==> src/rtl/trng_source_sel.sv <==
// rtl/trng_source_sel.sv - glitch-free entropy-source selector with settle window and decimated sample output
// Optional feature macro: TRNG_SEL_XOR_EN (adds mode_xor_i and XOR-combine of all sources)
module trng_source_sel #(
  parameter  int NUM_SRC     = 4,
  parameter  int SYNC_STAGES = 2,
  parameter  int SETTLE      = 8,
  parameter  int SAMPLE_DIV  = 4,
  localparam int SEL_W       = $clog2(NUM_SRC)
) (
  input  logic               clk,
  input  logic               rst_n,
  input  logic [NUM_SRC-1:0] src_i,
  input  logic [SEL_W-1:0]   sel_i,
  input  logic               sel_req_i,
`ifdef TRNG_SEL_XOR_EN
  input  logic               mode_xor_i,
`endif
  output logic               sel_ack_o,
  output logic               sel_err_o,
  output logic               busy_o,
  output logic [SEL_W-1:0]   cur_sel_o,
  output logic               bit_o,
  output logic               bit_valid_o
);

  localparam int CNT_W = (SETTLE > 1) ? $clog2(SETTLE) : 1;
  localparam int DIV_W = (SAMPLE_DIV > 1) ? $clog2(SAMPLE_DIV) : 1;
  localparam logic [CNT_W-1:0] CNT_INIT  = CNT_W'(SETTLE - 1);
  localparam logic [DIV_W-1:0] DIV_LAST  = DIV_W'(SAMPLE_DIV - 1);
  localparam logic [SEL_W:0]   NUM_SRC_W = (SEL_W + 1)'(NUM_SRC);

  typedef enum logic {
    ST_SETTLE = 1'b0,
    ST_ACTIVE = 1'b1
  } state_t;

  logic [NUM_SRC-1:0] sync_q [SYNC_STAGES];
  logic [NUM_SRC-1:0] sync_d [SYNC_STAGES];
  logic [NUM_SRC-1:0] sync_last;

  state_t             state_q, state_d;
  logic [CNT_W-1:0]   cnt_q, cnt_d;
  logic [DIV_W-1:0]   div_q, div_d;
  logic [SEL_W-1:0]   cur_sel_q, cur_sel_d;
  logic               bit_q, bit_d;
  logic               valid_q, valid_d;
  logic               ack_q, ack_d;
  logic               err_q, err_d;
  logic               busy_q, busy_d;
`ifdef TRNG_SEL_XOR_EN
  logic               mode_q, mode_d;
`endif

  logic               sel_bit;
  logic               sample_bit;
  logic               sel_in_range;

  // Synchroniser shift: stage 0 captures the raw oscillators, later stages re-time
  always_comb begin
    for (int s = 0; s < SYNC_STAGES; s++) begin
      sync_d[s] = '0;
    end
    sync_d[0] = src_i;
    for (int s = 1; s < SYNC_STAGES; s++) begin
      sync_d[s] = sync_q[s-1];
    end
  end

  assign sync_last    = sync_q[SYNC_STAGES-1];
  assign sel_in_range = ({1'b0, sel_i} < NUM_SRC_W);

  // Pick the synchronised bit of the routed source (or the XOR of all sources)
  always_comb begin
    sel_bit = 1'b0;
    for (int i = 0; i < NUM_SRC; i++) begin
      if (cur_sel_q == SEL_W'(i)) begin
        sel_bit = sync_last[i];
      end
    end
`ifdef TRNG_SEL_XOR_EN
    sample_bit = mode_q ? (^sync_last) : sel_bit;
`else
    sample_bit = sel_bit;
`endif
  end

  // Next-state logic: settle countdown, divider, request accept/reject
  always_comb begin
    state_d   = state_q;
    cnt_d     = cnt_q;
    div_d     = div_q;
    cur_sel_d = cur_sel_q;
    bit_d     = bit_q;
    valid_d   = 1'b0;
    ack_d     = 1'b0;
    err_d     = 1'b0;
`ifdef TRNG_SEL_XOR_EN
    mode_d    = mode_q;
`endif
    case (state_q)
      ST_SETTLE: begin
        div_d = '0;
        if (cnt_q == '0) begin
          state_d = ST_ACTIVE;
        end else begin
          cnt_d = cnt_q - CNT_W'(1);
        end
      end
      default: begin
        if (sel_req_i && sel_in_range) begin
          // Accepting restarts the settle window and drops any sample due on this edge
          ack_d     = 1'b1;
          cur_sel_d = sel_i;
          state_d   = ST_SETTLE;
          cnt_d     = CNT_INIT;
          div_d     = '0;
`ifdef TRNG_SEL_XOR_EN
          mode_d    = mode_xor_i;
`endif
        end else begin
          err_d = sel_req_i;
          if (div_q == DIV_LAST) begin
            div_d   = '0;
            valid_d = 1'b1;
            bit_d   = sample_bit;
          end else begin
            div_d = div_q + DIV_W'(1);
          end
        end
      end
    endcase
    busy_d = (state_d != ST_ACTIVE);
  end

  // All state and registered outputs
  always_ff @(posedge clk or negedge rst_n) begin
    if (!rst_n) begin
      for (int s = 0; s < SYNC_STAGES; s++) begin
        sync_q[s] <= '0;
      end
      state_q   <= ST_SETTLE;
      cnt_q     <= CNT_INIT;
      div_q     <= '0;
      cur_sel_q <= '0;
      bit_q     <= 1'b0;
      valid_q   <= 1'b0;
      ack_q     <= 1'b0;
      err_q     <= 1'b0;
      busy_q    <= 1'b1;
`ifdef TRNG_SEL_XOR_EN
      mode_q    <= 1'b0;
`endif
    end else begin
      for (int s = 0; s < SYNC_STAGES; s++) begin
        sync_q[s] <= sync_d[s];
      end
      state_q   <= state_d;
      cnt_q     <= cnt_d;
      div_q     <= div_d;
      cur_sel_q <= cur_sel_d;
      bit_q     <= bit_d;
      valid_q   <= valid_d;
      ack_q     <= ack_d;
      err_q     <= err_d;
      busy_q    <= busy_d;
`ifdef TRNG_SEL_XOR_EN
      mode_q    <= mode_d;
`endif
    end
  end

  assign sel_ack_o   = ack_q;
  assign sel_err_o   = err_q;
  assign busy_o      = busy_q;
  assign cur_sel_o   = cur_sel_q;
  assign bit_o       = bit_q;
  assign bit_valid_o = valid_q;

endmodule

==> config.mk <==
export PLATFORM = sky130hd
export DESIGN_NAME = trng_source_sel
export DESIGN_NICKNAME = d
export VERILOG_FILES = /design/src/rtl/trng_source_sel.sv
export SDC_FILE = /design/constraint.sdc
export NUM_CORES = 1
export LEC_CHECK = 0
export CORE_MARGIN = 1.5
export CORE_UTILIZATION = 42
export CTS_CLUSTER_DIAMETER = 30
export CTS_CLUSTER_SIZE = 25
export DETAILED_ROUTE_END_ITERATION = 6
export GPL_TIMING_DRIVEN = 0
export PLACE_DENSITY = 0.71
export SYNTH_ARGS = -nofsm -noshare
export SYNTH_HDL_FRONTEND = slang
export SYNTH_SLANG_ARGS = --single-unit
==> constraint.sdc <==
create_clock -name clk -period 1.3 [get_ports clk]
set_input_delay 0.13 -clock clk [delete_from_list [all_inputs] [get_ports clk]]
set_output_delay 0.13 -clock clk [all_outputs]
set_load 0.01 [all_outputs]
Word level (Yosys, flattened, before mapping):

Cells that the tools add are included.

* $add $sub $neg: 2
* equal/unequal tests: 6
* muxes and demuxes: 18
* bitwise logic cells: 2
* reductions and logical operators: 5

Operators with widths (number)
* $mux W1: 12
* $mux W3: 3
* $eq A2 B2 Y1 const B: 3
* $mux W2: 3
* $ne A2 B2 Y1 const B: 2
* $reduce_and A2 Y1: 2
* $logic_not A3 Y1: 1
* $reduce_and A3 Y1: 1
* $sub A3 B1 Y3 const B: 1
* $add A2 B1 Y2 const B: 1
* $eq A2 B1 Y1 const B: 1
* $logic_not A2 Y1: 1
* $not A1 Y1: 2

* register bits after elaboration: 20
* output and inout bits: 7

Longest topological paths before layout:

Gate-level depths: netlist of the first run.

* depth in word-level cells: 5
* gate-level depth with buffers: 5
* gate-level depth less buffers: 5

Worst setup path before layout of the first run:

No wires, ideal clock.

* path type: register -> register
* start point: reg cur_sel_q[0], in the netlist cur_sel_o[0]
* end point: reg bit_q, in the netlist bit_o
* library setup time: 125 ps
* arrival: 1155 ps
* setup slack: 21 ps
* stages on the path, launching flop included: 3
* path buffers: 0
* period minus slack after synthesis: 1279 ps
* cell sequence: dfrtp_1 > mux4_2 > mux2_2

* longest elaborated chain between the ends: 5

RTL lines
* from (decl): RTL line 44 `logic [SEL_W-1:0] cur_sel_q, cur_sel_d;`
* from (signal assigned): RTL line 160 `cur_sel_q <= cur_sel_d;`
* $logic_not A2 Y1: RTL line 76 `if (cur_sel_q == SEL_W'(i)) begin`
* $mux W1 (3 in a row): RTL line 76
* $mux W1 (*): RTL line 76
* to (signal assigned): RTL line 161 `bit_q <= bit_d;`
* to (decl): RTL line 45 `logic bit_q, bit_d;`

Every way passes the cells marked *; elsewhere a longest branch is shown, timed or not.
A chain may end at the register's enable or synchronous reset.

Worst setup path after layout of the first run:

Ends and elaborated chain as after synthesis.

==> results.sh, run 1 <==
export IMPL_ys_flop_type="dfrtp_1"
export IMPL_worstReg2RegStart="cur_sel_o[0]"
export IMPL_drt_first_pass_iters=4
export IMPL_numCtsBuffers=3
export IMPL_cts_root_buf="clkbuf_4"
export IMPL_finalWirelength_mm=1.01
export IMPL_status="completed"
export IMPL_ys_seq_area_share_pct=69.1
export IMPL_h_tree_depth=1
export IMPL_yosysWarnings=0
export IMPL_ctsHoldBuffers=0
export IMPL_worst_clock_skew_ns=0.00685
export IMPL_grt_pass1_vias=377
export IMPL_start_util_pct=46.4
export IMPL_setup_ws_ns=0.0391
export IMPL_vdd_drop_max_mv=1.08
export IMPL_slew_viol_final=0
export IMPL_synth_area_um2=732
export IMPL_worstRegToRegCells=2
export IMPL_finalCritPeriodShare_pct=97.0
export IMPL_post_dp_cell_area_um2=892
export IMPL_rows=14
export IMPL_hp_start="src_i[3]"
export IMPL_grt_overflow_total=0
export IMPL_finalHoldViolations=0
export IMPL_synth_area_top_cells="dfrtp_1, dfstp_2, ha_1"
export IMPL_port_buffers=14
export IMPL_syn_num_nets=63
export IMPL_path_class="reg2reg"
export IMPL_dieArea_um2=2000
export IMPL_vias=407
export IMPL_synth_top_area_share_pct=54.7
export IMPL_cap_violations=0
export IMPL_clock_sinks=20
export IMPL_synth_lib_cells_used_distinct=19
export IMPL_hold_path_depth=1
export IMPL_worstMarginPinSlew_ns=0.842
export IMPL_fin_util_pct=59.8
export IMPL_maxSlewHeadroom_pct=43.7
export IMPL_rr_endpoint="bit_o"
export IMPL_fmaxAchievable_ghz=0.793
export IMPL_yosys_top_cells_count="dfrtp_1, inv_1, dfstp_2"
export IMPL_ant_nets=0
export IMPL_diodes=0
export IMPL_dp_hpwl_um=711
export IMPL_syn_to_final_growth_pct=28.7
export IMPL_antenna_found_initial=0
export IMPL_routed_via_density=4.73
export IMPL_crit_path_start_kind="register"
export IMPL_fin_crit_ns=1.26
export IMPL_crit_arrival_ns=1.45
export IMPL_layout_drive_gt1_share_pct=22.9
export IMPL_grt_use_total_pct=12.2
export IMPL_drc=0
export IMPL_r2r_setup_slack_ns=0.04
export IMPL_clkLatencyLatePin_ns=0.29
export IMPL_yosysMostFrequentCell="dfrtp_1"
export IMPL_drtIter0Drc=10
export IMPL_dieHeight_um=44.7
export IMPL_end_kind="register"
export IMPL_power_leakage_nw=0.501
export IMPL_cts_tree="done"
export IMPL_fill_cells=140
export IMPL_async_flop_share_pct=100
export IMPL_grt_pass1_wl_mm=1.69
export IMPL_synth_cells=51
export IMPL_cp_data_required_time_ns=1.49
export IMPL_clk_pin_slew_ns=0.11
export IMPL_cp_max_fo=3
export IMPL_hold_path_class="in2reg"
export IMPL_io_pins=16
export IMPL_coreArea_um2=1580
export IMPL_synth_edf_count=0
export IMPL_synth_largest_area_cell="dfrtp_1"
export IMPL_wire_per_inst_um=11.7
export IMPL_setup_violations_final=0
export IMPL_dp_slack_ns=-0.164
export IMPL_hold_end="sync_d[3]"
export IMPL_design_area_um2=942
export IMPL_finalNetCount=83
export IMPL_clk_path_buf_depth=2
export IMPL_synth_seq_cells=20
export IMPL_die_x_um=44.7
export IMPL_rsz0062_at_grt="true"
export IMPL_postSynthAreaPerCell_um2=14.4
export IMPL_grt_max_degree=21
export IMPL_finalWeightedCongestion=0.726
export IMPL_p_per_area_nw_per_um2=1910
==> state kept, by name, indices dropped and copies added (netlist names), 2 cells and up <==
signal / count
cnt_q: 3
cur_sel_o: 2
div_q: 2
sync_d: 4
sync_last: 4
==> where the power goes <==
part	switching, mW	total (mW)	internal, mW
registers	0.0971	0.906	0.809
clock network	0.171	0.341	0.170
logic	0.244	0.551	0.306
total	0.512	1.80	1.29
==> cell families after synthesis <==
kind of cell	Yosys count	share of synthesized area, %
muxes	6	10.4
adders and majority gates	3	5.13
DFF	20	69.1
and+or+nand+nor	10	7.35
buffers and inverters	6	3.59
other	1	0.512
AOI/OAI and AO/OA	4	2.73
xor gates and xnor gates	1	1.20
==> worst max-delay path, stage by stage, from the launching register on <==
cell and delay, ns:
dfrtp_1 0.40, mux4_2 0.50, mux2_2 0.26
==> through the flow <==
step / power, mW / cells / hold slack [ns] / setup TNS [ns]
global placement: 1.45 / 81 / 0.332 / -0.282
finish: 1.80 / 86 / 0.276 / 0
CTS: 1.82 / 86 / 0.263 / 0
detailed placement: 1.47 / 81 / 0.336 / -0.345
floorplan: 1.26 / 51 / -0.166 / 0
global route: 1.92 / 86 / 0.256 / -0.0442
==> area by class of cell <==
type	instances	area (um^2)	share of cell area, %
multi-input combinational	25	206	21.9
timing repair buffer	15	148	15.7
inverter	5	18.8	1.99
tap	16	20.0	2.12
sequential	20	505	53.7
buffer	1	7.51	0.797
clock buffer	4	36.3	3.85
==> layout by cell type (no fill, tap or decap), drive strengths merged, types with 2 or more instances in the layout <==
cell type	count
o21ai	3
clkbuf	4
nor2b	2
dlymetal6s2s	2
dlygate4sd2	4
mux2	3
clkdlybuf4s50	8
inv	5
nand2	3
buf	2
ha	3
dfrtp	16
dfstp	4
mux2i	2
==> metal layers <==
| layer | part of all wire [%] | vias to the layer above | GRT usage (%) |
|---|---|---|---|
| met4 | 0.20 | 0 | 5.45 |
| met5 | 0 | - | 0 |
| met3 | 3.8 | 2 | 4.80 |
| li1 | - | 200 | - |
| met2 | 46 | 10 | 17.4 |
| met1 | 50 | 195 | 16.6 |
==> how the worst max path moves through the flow <==
stage | from | endpoint | slack [ns] | depth (start not counted)
2_1_floorplan | cur_sel_o[0] | bit_o | 0.02 | 2
3_3_place_gp | sel_req_i | cnt_q[1] | -0.14 | 4
3_5_place_dp | sel_req_i | cnt_q[1] | -0.16 | 4
4_1_cts | bit_valid_o | bit_valid_o | 0.02 | 1
5_1_grt | cnt_q[0] | cnt_q[1] | -0.02 | 4
6_report | cur_sel_o[0] | bit_o | 0.04 | 2
==> timing repair <==
item | CTS | global route
pin swaps | 1 | 1
buffers inserted | 1 | 0
gates resized for setup | 6 | 3
setup endpoints to repair | 5 | 6
Note: power is estimated with default switching activity, not from simulation.
==> inputs of run 2 (changes only) <==
ABC_AREA = 1   (was unset)
CORE_UTILIZATION = 43   (was 42)
PLACE_DENSITY = 0.81   (was 0.71)
TNS_END_PERCENT = 30   (was unset)
==> results.sh, run 2 <==
export IMPL_clk_path_buf_depth=2
export IMPL_diodes=0
export IMPL_finalWirelength_mm=1.19
export IMPL_crit_slowest_cell="dfstp_2"
export IMPL_grt_max_degree=21
export IMPL_coreArea_um2=1580
export IMPL_postSynthAreaPerCell_um2=10.5
export IMPL_crit_arrival_ns=1.08
export IMPL_synth_cells=72
export IMPL_syn_to_final_growth_pct=30.7
export IMPL_io_pins=16
export IMPL_syn_num_nets=84
export IMPL_cap_violations=0
export IMPL_worst_clock_skew_ns=0.00277
export IMPL_critical_path_max_stage_delay_ns=0.53
export IMPL_synth_seq_cells=20
export IMPL_synth_top_area_share_pct=52.8
export IMPL_grt_overflow_total=0
export IMPL_finalWeightedCongestion=0.797
export IMPL_synth_simple_area_share_pct=18.3
export IMPL_status="completed"
export IMPL_finalCritPeriodShare_pct=93.0
export IMPL_dp_cells=102
export IMPL_path_class="reg2out"
export IMPL_clock_sinks=20
export IMPL_synth_area_um2=758
export IMPL_cp_max_fo=1
export IMPL_dp_slack_ns=0.0272
export IMPL_rows=14
export IMPL_dp_hpwl_um=941
export IMPL_start_util_pct=48.1
export IMPL_drc=0
export IMPL_synth_largest_area_cell="dfrtp_1"
export IMPL_synth_xor_area_share_pct=0
export IMPL_layout_drive_gt1_share_pct=20.7
export IMPL_dieArea_um2=2020
export IMPL_vdd_drop_max_mv=1.11
export IMPL_synthMuxAreaShare_pct=0
export IMPL_end_kind="output pin"
export IMPL_setup_violations_final=0
export IMPL_power_leakage_nw=0.514
export IMPL_clkLatencyLatePin_ns=0.30
export IMPL_async_flop_share_pct=100
export IMPL_finalHoldViolations=0
export IMPL_design_area_um2=991
export IMPL_maxSlewHeadroom_pct=43.1
export IMPL_port_buffers=14
export IMPL_die_x_um=45.0
export IMPL_vias=513
export IMPL_hold_path_class="in2reg"
export IMPL_yosysWarnings=0
export IMPL_grt_pass1_vias=545
export IMPL_ys_seq_area_share_pct=66.7
export IMPL_crit_chain="dlygate4sd2_1"
export IMPL_rsz0062_at_grt="false"
export IMPL_fin_crit_ns=1.21
export IMPL_finalNonFillerCells=108
export IMPL_synth_lib_cells_used_distinct=15
export IMPL_crit_path_start_kind="register"
export IMPL_cts_tree="done"
export IMPL_synth_fa_ha_area_share_pct=4.95
export IMPL_grt_pass1_wl_mm=2.13
export IMPL_yosysMostFrequentCell="nand2_1"
export IMPL_cp_data_required_time_ns=1.17
export IMPL_drt_first_pass_iters=3
export IMPL_final_common_cell="nand2_1"
export IMPL_antenna_found_initial=0
export IMPL_ant_nets=0
export IMPL_clk_pin_slew_ns=0.11
export IMPL_slew_viol_final=0
export IMPL_cts_root_buf="clkbuf_4"
export IMPL_ys_flop_type="dfrtp_1"
export IMPL_synth_area_top_cells="dfrtp_1, dfstp_2, nand2_1"
export IMPL_crit_family="flip-flops"
export IMPL_synth_edf_count=0
export IMPL_h_tree_depth=1
export IMPL_numCtsBuffers=3
export IMPL_p_per_area_nw_per_um2=2070
export IMPL_drtIter0Drc=7
export IMPL_layout_common_cells="nand2_1, dfrtp_1, inv_1, clkdlybuf4s50_1, dlygate4sd2_1"
export IMPL_path_buf_inv=1
export IMPL_worstMarginPinSlew_ns=0.850
export IMPL_synth_compound_area_share_pct=3.14
export IMPL_dieHeight_um=45.0
export IMPL_yosys_top_cells_count="nand2_1, dfrtp_1, inv_1"
export IMPL_wire_per_inst_um=11.0
export IMPL_grt_use_total_pct=15.0
export IMPL_fmaxAchievable_ghz=0.827
export IMPL_hold_worst_slack_ns=0.252
export IMPL_finalNetCount=105
export IMPL_synth_top_family_by_area="simple AND/OR/NAND/NOR gates"
export IMPL_post_dp_cell_area_um2=918
export IMPL_setup_ws_ns=0.0911
export IMPL_routed_via_density=4.75
==> run 2: changes by cell type after synthesis, moves of 2 or more <==
cell	previous run	this run
nor2b_1	2	0
nand2_1	3	23
nand3_1	0	4
nand2_2	0	2
inv_1	5	10
mux2_2	3	0
mux2i_1	2	0
==> run 2: routing by layer <==
metal  GRT usage, %  share of wire [%]  vias up
met4           10.0                4.3        0
met2           26.6                 51       16
met5              0                  0        -
li1               -                  -      256
met3           3.60                3.1        7
met1           15.6                 42      234
==> run 2: final cells by class <==
type | instances | area (um^2)
Clock inverter | 1 | 30.0
Timing Repair Buffer | 16 | 148
Inverter | 11 | 41.3
Sequential cell | 20 | 505
Clock buffer | 3 | 22.5
Multi-Input combinational cell | 40 | 216
Fill cell | 127 | 586
Buffer | 1 | 7.51
Tap cell | 16 | 20.0
==> run 2: path summary, 6_finish.rpt <==
kind | cells past startpoint | slack (ns) | endpoint | start
setup / recovery | 1 | 0.09 | busy_o | busy_o
hold / removal | 1 | 0.25 | sync_d[2] | src_i[2]
setup reg to reg | 7 | 0.09 | cnt_q[0] | cnt_q[0]
hold reg to reg | 0 | 0.36 | sync_last[0] | sync_d[0]
max in group asynchronous | 1 | 0.48 | state_q | rst_n
min in group asynchronous | 1 | 0.30 | sel_ack_o | rst_n
==> run 2: kinds of logic (layout without fill, tap and decap cells) <==
kind of cell,count (synthesis),in the layout
simple gates,32,32
flops,20,20
buf+inv,12,32
compound gates,4,4
fa+ha+maj,3,3
other cells,1,1
==> run 2: report_power, final <==
part           internal, mW  total (mW)  leakage, nW  switching (mW)
logic                 0.289       0.667        0.244           0.378
registers             0.805       0.882        0.242          0.0776
clock network         0.312       0.497       0.0279           0.186
total                  1.41        2.05        0.514           0.642
==> run 2: timing repair <==
action | in CTS | in global routing
resized for setup | 6 | 4
hold buffers | 0 | 0
setup endpoints to repair | 7 | 3
setup buffers | 1 | 1
pin swaps | 0 | 2
==> run 2: through the flow <==
step	TNS, ns	total power [mW]	util (%)
3_3_place_gp	0	1.46	58.3
4_1_cts	-0.00294	2.01	61.6
6_report	0	2.05	62.9
3_5_place_dp	0	1.53	58.3
2_1_floorplan	0	1.27	-
5_1_grt	0	2.21	62.9
